$ cat config.mk
export PLATFORM = sky130hd
export DESIGN_NAME = pwm_timebase
export DESIGN_NICKNAME = d
export VERILOG_FILES = /design/src/rtl/pwm_timebase.sv
export SDC_FILE = /design/constraint.sdc
export NUM_CORES = 1
export LEC_CHECK = 0
export ABC_AREA = 0
export BUFFER_PORTS_ARGS = -buffer_cell sky130_fd_sc_hd__buf_2
export CORE_UTILIZATION = 30
export CTS_CLUSTER_DIAMETER = 80
export DETAILED_ROUTE_END_ITERATION = 8
export PLACE_DENSITY_LB_ADDON = 0.15
export SLEW_MARGIN = 20
export SYNTH_ARGS = -nofsm -noshare
export SYNTH_HDL_FRONTEND = slang
export SYNTH_SLANG_ARGS = --single-unit
$ cat constraint.sdc
create_clock -name clock -period 2.7 [get_ports clock]
set_clock_uncertainty 0.05 [all_clocks]
set_input_delay 0.135 -clock clock [delete_from_list [all_inputs] [get_ports clock]]
set_output_delay 0.135 -clock clock [all_outputs]
set_load 0.05 [all_outputs]
$ cat src/rtl/pwm_timebase.sv
// pwm_timebase: period/on-time counters, start sequencer and comparator synchroniser for the peak-current PWM FSM
// Build option PWM_TB_LEB_EN: leading-edge blanking of the comparator for the first BLANK on-time clocks
module pwm_timebase #(
`ifdef PWM_TB_LEB_EN
  parameter int BLANK = 8,
`endif
  parameter int WIDTH = 16,
  parameter int IDLE_MIN = 2
) (
  input  logic             clock,
  input  logic             reset,
  input  logic             enable,
  input  logic             reset_contador,
  input  logic             pwm,
  input  logic             cmp_raw,
  input  logic [WIDTH-1:0] period,
  input  logic [WIDTH-1:0] max_on,
  output logic             comp_frecuencia,
  output logic             comp_corriente,
  output logic             reset_contador_in,
  output logic [WIDTH-1:0] count
);
  localparam logic [WIDTH-1:0] ONES = '1;
  localparam logic [WIDTH-1:0] IDLE_LAST = WIDTH'(IDLE_MIN - 1);
  typedef enum logic [1:0] {S_IDLE, S_ARMED, S_RUN} state_t;
  state_t state_q;
  logic [WIDTH-1:0] count_q, count_d, on_cnt_q, on_cnt_d, idle_cnt_q;
  logic comp_f_q, comp_f_d, comp_c_q, comp_c_d, rc_in_q, sync1_q, cmp_s_q, cmp_term;
  always_comb begin
    count_d = reset_contador ? '0 : (count_q == ONES ? count_q : count_q + 1'b1);
    on_cnt_d = !pwm ? '0 : (on_cnt_q == ONES ? on_cnt_q : on_cnt_q + 1'b1);
    // compares are done one bit wider so count+1 cannot wrap at all-ones
    comp_f_d = !reset_contador && (({1'b0, count_q} + 1'b1) >= {1'b0, period});
`ifdef PWM_TB_LEB_EN
    cmp_term = cmp_s_q && (on_cnt_q >= WIDTH'(BLANK));
`else
    cmp_term = cmp_s_q;
`endif
    comp_c_d = pwm && (cmp_term || (({1'b0, on_cnt_q} + 1'b1) >= {1'b0, max_on}));
  end
  always_ff @(posedge clock) begin
    if (reset) begin
      count_q  <= '0;
      on_cnt_q <= '0;
      comp_f_q <= 1'b0;
      comp_c_q <= 1'b0;
      sync1_q  <= 1'b0;
      cmp_s_q  <= 1'b0;
    end else begin
      count_q  <= count_d;
      on_cnt_q <= on_cnt_d;
      comp_f_q <= comp_f_d;
      comp_c_q <= comp_c_d;
      sync1_q  <= cmp_raw;
      cmp_s_q  <= sync1_q;
    end
  end
  // idle_cnt restarts whenever the sequencer leaves the armed/run states so re-arming always waits IDLE_MIN clocks
  always_ff @(posedge clock) begin
    if (reset) begin
      state_q    <= S_IDLE;
      idle_cnt_q <= '0;
      rc_in_q    <= 1'b0;
    end else begin
      case (state_q)
        S_IDLE: begin
          if (!reset_contador) begin
            state_q    <= S_RUN;
            idle_cnt_q <= '0;
          end else begin
            if (idle_cnt_q != ONES) idle_cnt_q <= idle_cnt_q + 1'b1;
            if (enable && idle_cnt_q >= IDLE_LAST) begin
              state_q <= S_ARMED;
              rc_in_q <= 1'b1;
            end
          end
        end
        S_ARMED: begin
          if (!reset_contador) begin
            state_q    <= S_RUN;
            rc_in_q    <= 1'b0;
            idle_cnt_q <= '0;
          end else if (!enable) begin
            state_q    <= S_IDLE;
            rc_in_q    <= 1'b0;
            idle_cnt_q <= '0;
          end
        end
        S_RUN: begin
          rc_in_q    <= 1'b0;
          idle_cnt_q <= '0;
          if (reset_contador) state_q <= S_IDLE;
        end
        default: begin
          state_q    <= S_IDLE;
          rc_in_q    <= 1'b0;
          idle_cnt_q <= '0;
        end
      endcase
    end
  end
  assign comp_frecuencia   = comp_f_q;
  assign comp_corriente    = comp_c_q;
  assign reset_contador_in = rc_in_q;
  assign count             = count_q;
endmodule

# Yosys cells after proc, flatten, opt, wreduce, memory -nomap -nowiden
# Index checks and enable logic that the tools add are counted.
totals:
  inputBits: 38
  elab_cells: 56
  mem_bits_rw: 0
  n_memories: 0
  ff_bits: 55
  latchBits: 0
  romBits: 0
op_classes:
  n_eq_ne: 11
  order_cmp: 3
  addsub: 5
  div: 0
  n_shift: 0
  mux: 16
  n_bitwise: 1
  n_mul: 0
  n_reduce_logical: 11
op_table:
  columns: ["op", "n"]
  rows:
  - ["two-way mux 16 bit", 4]
  - ["adder 16 x 1 -> 16 bit (second input constant)", 3]
  - ["adder 16 x 1 -> 17 bit (second input constant)", 2]
  - [">= comparator 17 x 16 -> 1 bit", 2]
  - ["equality test 16 bit (second input constant)", 2]
  - ["one-hot mux 16 bit (2 select lines)", 1]
  - [">= comparator 16 x 1 -> 1 bit (second input constant)", 1]
  - ["inequality test 16 bit (second input constant)", 1]
  - ["two-way mux 2 bit", 5]
  - ["inequality test 3 bit (second input constant)", 3]
  - ["inequality test 2 bit (second input constant)", 3]
  - ["one-hot mux 2 bit (3 select lines)", 1]
  - ["AND reduction 3 bit", 2]
  - ["two-way mux 1 bit", 4]
  - ["OR reduction 2 bit", 2]
  - ["logical AND 1 bit", 3]
  - ["equality test 2 x 1 -> 1 bit (second input constant)", 1]
  - ["equality test 2 bit (second input constant)", 1]
  - ["zero test 2 bit", 1]
  - ["one-hot mux 1 bit (2 select lines)", 1]
  - ["AND reduction 2 bit", 1]
  - ["zero test 1 bit", 1]
  - ["logical OR 1 bit", 1]
  - ["inverter 1 bit", 1]

# Logic depth before layout (Yosys ltp)
# Gate-level depths: netlist of the first run.
depth:
  word_depth: 5
  ltp_mapped: 12
  depth_no_buf: 12

# Worst setup path after synthesis of the first run
# OpenSTA, ideal clock, no wires.
synth_timing:
  kind: "register -> register"
  startpoint: "register count_q[0] (netlist: count[0])"
  endpoint: "register comp_f_q (netlist: comp_frecuencia)"
  path_stages_with_launch: 12
  period_less_slack_ns: 2.874
  required_ns: 2.569
  setup_slack_ns: -0.174
  path_buffers: 0
  arrival_ns: 2.743
  setup_time_ns: 0.081
  path_cell_list: "dfxtp_1 ha_1 nand3_1 nor2_1 and3_1 xnor2_1 inv_1 ha_1 nand4_1 nor4_1 a221oi_1 a41oi_1"
synth_via:
  elab_chain_cells: 3
synth_rtl:
  columns: ["element", "line_no", "rtl"]
  rows:
  - ["from (decl)", "27", "logic [WIDTH-1:0] count_q, count_d, on_cnt_q, on_cnt_d, idle_cnt_q;"]
  - ["from (signal assigned)", "50", "count_q <= count_d;"]
  - ["adder 16 x 1 -> 17 bit", "33", "comp_f_d = !reset_contador && (({1'b0, count_q} + 1'b1) >= {1'b0, period});"]
  - [">= comparator 17 x 16 -> 1 bit", "33", null]
  - ["logical AND 1 bit", "33", null]
  - ["to (signal assigned)", "52", "comp_f_q <= comp_f_d;"]
  - ["to (decl)", "28", "logic comp_f_q, comp_f_d, comp_c_q, comp_c_d, rc_in_q, sync1_q, cmp_s_q, cmp_term;"]
# No other way between the ends.
# A chain may end at the register's enable or synchronous reset.

# Final worst setup path of the first run
layout_timing:
  startpoint: "register count_q[1] (netlist: count[1])"
  endpoint: "register comp_f_q (netlist: comp_frecuencia)"
# The elaborated chain is that of the path after synthesis.

==> results.py, run 1 <==
metrics = {
    "run_status": {
        "outcome": "finished, final reports clean",
    },
    "route": {
        "drc_errors": 0,
        "ant_nets": 0,
        "vias": 3000,
        "drt_iter0_drc": 97,
        "wl_per_cell_um": 12.2,
        "first_pass_iters": 4,
        "vias_per_cell": 4.72,
        "routed_wirelength_um": 7750,
    },
    "final_layout": {
        "drive_gt1_frac": 0.234,
        "syn2layout_area_growth_pct": 23.8,
        "diodes": 0,
        "final_nets": 570,
        "final.fill_count": 1128,
        "final_core_util": 0.388,
        "design_area_um2": 4280,
        "finalNonFillerCells": 636,
    },
    "synth": {
        "synth_seq_cells": 55,
        "post-synth-top-count-cell": "inv_1",
        "yosysSeqAreaShare": 0.319,
        "ys.flop_type": "dfxtp_1",
        "mappedNetlistArea_um2": 3450,
        "synth_edf_count": 0,
        "async_flop_share": 0,
        "syn_nets": 496,
        "synth.avg_cell_area_um2": 8.21,
        "ys_top_cells_by_count": "inv_1, dfxtp_1, nor2_1, ha_1, a21oi_1",
        "synth_area_leaders": "dfxtp_1, ha_1, xnor2_1, inv_1, a21oi_1",
        "synth_cell_types": 45,
        "synth_top_area_cell": "dfxtp_1",
        "synth.top_cell.area_share": 0.319,
        "netlist_instances": 421,
        "yosys_warnings": 0,
    },
    "floorplan": {
        "start_util": 0.313,
        "core_um2": 11000,
        "io_pins": 57,
        "fp.dieArea_um2": 11900,
        "rows": 38,
        "die_h_um": 109,
        "die_width_um": 109,
    },
    "global_routing": {
        "antenna_found_initial": 0,
        "grt_pass1_vias": 2812,
        "grt_pass1_wl_um": 12700,
        "track_usage": 0.134,
        "grt_overflow": 0,
        "grt_start_max_net_pins": 19,
    },
    "timing": {
        "hold_viol": 0,
        "setup_slack_ps": 188,
        "worstMarginPinSlew_ps": 762,
        "final-max-slew-violation-count": 0,
        "max_freq_mhz": 398,
        "holdWs_ps": 10.7,
        "post-route-period-util": 0.930,
        "finalSetupViolations": 0,
        "period_minus_slack_ps": 2510,
        "finalSetupTns_ps": 0,
        "maxSlewHeadroom": 0.488,
    },
    "clock_tree": {
        "cts.sinks": 55,
        "cts_hold_repair.buffers": 0,
        "tritoncts": "done",
        "htreeDepth": 2,
        "clock_latency_ps": 280,
        "cts_buffers": 5,
        "path_clk_slew_ps": 80,
        "cts-root-buf": "clkbuf_16",
        "cts_buffer_depth": 2,
    },
    "power": {
        "p_per_area_nw_per_um2": 403,
        "peakVddDrop_mv": 0.248,
        "finalPower_mw": 1.72,
        "power_leakage_nw": 2.06,
    },
    "setup_path": {
        "r2r_cells": 12,
        "end_kind": "flip-flop",
        "r2r_start": "count[1]",
        "crit_type": "reg -> reg",
        "worstSetupStartpoint": "count[1]",
        "r2r-end": "comp_frecuencia",
        "rrSetupSlack_ps": 190,
        "critPathLaunchType": "flip-flop",
        "cp.required_ps": 2860,
        "path_max_fanout": 5,
        "cp_data_arrival_time_ps": 2670,
    },
    "min_path": {
        "whs_endpoint": "sync1_q",
        "hold_path.class": "in -> reg",
        "hp-start": "cmp_raw",
        "hold-path-cell-count": 2,
    },
    "placed_design": {
        "place.gp.congestion": 0.812,
        "dpl.cell_count": 620,
        "place_ws_ps": 15.9,
        "io_buffers": 56,
        "dpl_cell_area_um2": 3980,
        "dp_hpwl_um": 6060,
    },
    "run": {
        "cap_violations": 0,
    },
}
-- worst max path at each step --
| stage | to | slack [ps] | cells past startpoint |
|---|---|---|---|
| 2_1_floorplan | comp_frecuencia | 30 | 9 |
| 3_3_place_gp | comp_frecuencia | 130 | 10 |
| 3_5_place_dp | comp_corriente | 20 | 11 |
| 4_1_cts | comp_corriente | 2 | 11 |
| 5_1_grt | comp_frecuencia | -60 | 12 |
| 6_report | comp_frecuencia | 190 | 12 |
-- critical path, cell delays in order, from the launching register on --
cell,delay [ps]
dfxtp_2,360
ha_1,190
nand3_1,160
nor2_1,180
buf_4,160
xnor2_1,130
inv_1,70
ha_1,290
nand4_1,140
buf_4,180
nor4_2,210
a221oi_1,110
a41oi_1,210
-- report_power, final --
part / switching [mW] / internal [mW] / total, mW
sequential: 0.00616 / 0.819 / 0.825
clock: 0.293 / 0.467 / 0.760
combinational: 0.0748 / 0.0618 / 0.137
total: 0.374 / 1.35 / 1.72
-- cell type report --
cell class / instances / area (µm²) / area share
Multi-Input combinational cell: 298 / 2150 / 0.503
Inverter: 59 / 221 / 0.0518
Sequential cell: 55 / 1120 / 0.261
Tap cell: 140 / 175 / 0.0410
Clock inverter: 2 / 38.8 / 0.00907
Clock buffer: 6 / 139 / 0.0325
Timing Repair Buffer: 76 / 434 / 0.102
-- state kept, by name, summed over array words and instances, names as in the netlist --
register / cells
sync1_q: 1
state_q: 2
reset_contador_in: 1
comp_frecuencia: 1
idle_cnt_q: 16
on_cnt_q: 16
comp_corriente: 1
count: 16
cmp_s_q: 1
-- kinds of logic after synthesis --
logic type / after synthesis / synth area share
AO/OA/AOI/OAI: 67 / 0.120
XOR/XNOR: 40 / 0.101
adder cells (fa/ha/maj): 37 / 0.134
buffers and inverters: 68 / 0.0739
flip-flops: 55 / 0.319
multiplexers: 4 / 0.0130
AND/OR/NAND/NOR: 150 / 0.239
-- layer usage --
layer	GRT usage	wire [µm]
met1	0.179	3950
met2	0.227	3480
met3	0.0196	262
met4	0.0343	57
met5	0	0
-- placed cells by master (no fill, tap or decap), types with 2 or more instances in the layout --
cell,count
ha_1,37
clkbuf_16,5
or3_1,4
a21oi_1,32
and4_1,4
a21o_1,3
nor2_4,2
buf_2,56
nor4_2,3
nand4_1,15
xor2_1,13
nor3_1,11
o41ai_1,2
a41oi_1,2
a211oi_1,7
nor2_1,36
nand2b_1,5
or4_1,2
xnor2_1,25
dfxtp_1,43
inv_1,59
nand2_1,15
nor2b_1,6
and3_1,7
a31oi_1,4
nand3_1,21
buf_4,19
nor3_2,2
o21ai_0,8
o211ai_1,3
dfxtp_2,12
mux2i_1,3
nor4_1,3
and3b_1,2
-- repair_timing --
item | in CTS | in global routing
endpoints found under the setup margin | 0 | 2
setup buffers | 0 | 8
resized for setup | 0 | 18
No activity file was read; power rests on OpenSTA's default activity.
==> run 2: changes to the inputs <==
--- a/config.mk
+++ b/config.mk
@@ -7,7 +7,7 @@
 export LEC_CHECK = 0
 export ABC_AREA = 0
 export BUFFER_PORTS_ARGS = -buffer_cell sky130_fd_sc_hd__buf_2
-export CORE_UTILIZATION = 30
+export CORE_UTILIZATION = 51
 export CTS_CLUSTER_DIAMETER = 80
 export DETAILED_ROUTE_END_ITERATION = 8
 export PLACE_DENSITY_LB_ADDON = 0.15
==> run 2 against run 1 <==
The flow now finishes with violations (DRC). Non-clock buffer count unchanged. Cell area shrank 1.5%. Maximum frequency down 0.24%. Global-route usage rose by 8.1 points. Power shrank 14%. First-iteration DRC count up 11%. Highest routed layer unchanged.
==> results.py, run 2 (synthesis results as in run 1) <==
metrics = {
    "floorplan": {
        "die_width_um": 84.3,
        "io_pins": 57,
        "rows": 29,
        "fp.dieArea_um2": 7110,
        "start_util": 0.535,
        "core_um2": 6460,
        "die_h_um": 84.3,
    },
    "timing": {
        "rsz0062_at_grt": "true",
        "final-max-slew-violation-count": 0,
        "setup_slack_ps": 182,
        "finalSetupViolations": 0,
        "period_minus_slack_ps": 2520,
        "hold_viol": 0,
        "maxSlewHeadroom": 0.492,
        "worstMarginPinSlew_ps": 756,
        "max_freq_mhz": 397,
        "post-route-period-util": 0.933,
    },
    "final_layout": {
        "drive_gt1_frac": 0.259,
        "final_cell_mix": "inv_1, buf_2, dfxtp_1",
        "design_area_um2": 4210,
        "syn2layout_area_growth_pct": 21.9,
        "diodes": 0,
        "layout_commonest_cell": "inv_1",
        "final_core_util": 0.652,
        "finalNonFillerCells": 572,
        "final_nets": 570,
    },
    "setup_path": {
        "end_kind": "flip-flop",
        "path_max_fanout": 5,
        "slowest_stage": "dfxtp_4",
        "crit_chain": "ha_2 > nand4_1 > or2_4 > xor2_2 > inv_2 > ha_4 > nand4_1 > or3_1 > o211ai_1 > nor2_1 > a211oi_1",
        "critPathMostFrequentCell": "nand4_1",
        "cp.required_ps": 2870,
        "crit_buf_inv": 1,
        "critPathLaunchType": "flip-flop",
        "crit_type": "reg -> reg",
        "slowest_delay_ps": 380,
        "cp_data_arrival_time_ps": 2680,
        "cp_top_family": "simple AND/OR/NAND/NOR gates",
    },
    "global_routing": {
        "grt_overflow": 0,
        "track_usage": 0.215,
        "grt_pass1_wl_um": 12700,
        "grt_start_max_net_pins": 19,
        "antenna_found_initial": 0,
        "grt_pass1_vias": 2976,
    },
    "clock_tree": {
        "cts_buffer_depth": 2,
        "tritoncts": "done",
        "htreeDepth": 2,
        "cts_buffers": 5,
        "clock_latency_ps": 300,
        "cts-root-buf": "clkbuf_8",
        "path_clk_slew_ps": 90,
        "cts.sinks": 55,
    },
    "route": {
        "vias": 3076,
        "ant_nets": 0,
        "routed_wirelength_um": 7390,
        "drc_errors": 5,
        "drt_iter0_drc": 108,
        "first_pass_iters": 8,
        "wl_per_cell_um": 12.9,
        "vias_per_cell": 5.38,
    },
    "placed_design": {
        "io_buffers": 56,
        "dp_hpwl_um": 5590,
        "place_ws_ps": -43.0,
        "dpl_cell_area_um2": 3900,
        "dpl.cell_count": 557,
        "place.gp.congestion": 0.869,
    },
    "power": {
        "power_leakage_nw": 2.04,
        "finalPower_mw": 1.48,
        "peakVddDrop_mv": 0.230,
        "p_per_area_nw_per_um2": 351,
    },
    "run": {
        "cap_violations": 0,
    },
    "run_status": {
        "violations": "DRC",
        "outcome": "finished with violations",
    },
    "min_path": {
        "hold_path.class": "in -> reg",
    },
}
## run 2: final cells by class
type,instances,area [µm²]
Timing Repair Buffer,76,437
Clock buffer,6,72.6
Multi-Input combinational cell,298,2230
Clock inverter,1,30.0
Inverter,59,221
Tap cell,77,96.3
Fill cell,582,2250
Sequential cell,55,1120
## run 2: path summary, 6_finish.rpt
| check | start | end | slack [ps] | cells after the start |
|---|---|---|---|---|
| max reg2reg | on_cnt_q[0] | comp_corriente | 180 | 11 |
| min | reset | sync1_q | 5 | 2 |
| max | on_cnt_q[0] | comp_corriente | 180 | 11 |
| min reg2reg | sync1_q | cmp_s_q | 400 | 1 |
## run 2: repair_timing
item | in CTS | in global routing
hold buffers | 1 | 0
setup endpoints to repair | 1 | 2
endpoints found under the hold margin | 1 | 0
pin swaps | 0 | 11
setup buffers | 0 | 7
gates resized for setup | 3 | 32
## run 2: power by group
group	switching (mW)	internal (mW)	leakage, nW
sequential	0.00725	0.818	0.452
combinational	0.0718	0.0599	1.54
clock	0.250	0.272	0.0513
## run 2: routing by layer
metal	track usage	vias up	wire (µm)
li1	-	1607	-
met1	0.272	1415	3480
met5	0	-	0
met3	0.0324	6	217
met2	0.381	48	3620
met4	0.0611	0	70
## run 2: stage by stage
step	TNS [ps]	hold slack [ps]
CTS	0	2.96
floorplan	0	157
global placement	0	292
finish	0	4.86
detailed placement	-43.0	306
global route	-12.7	43.5
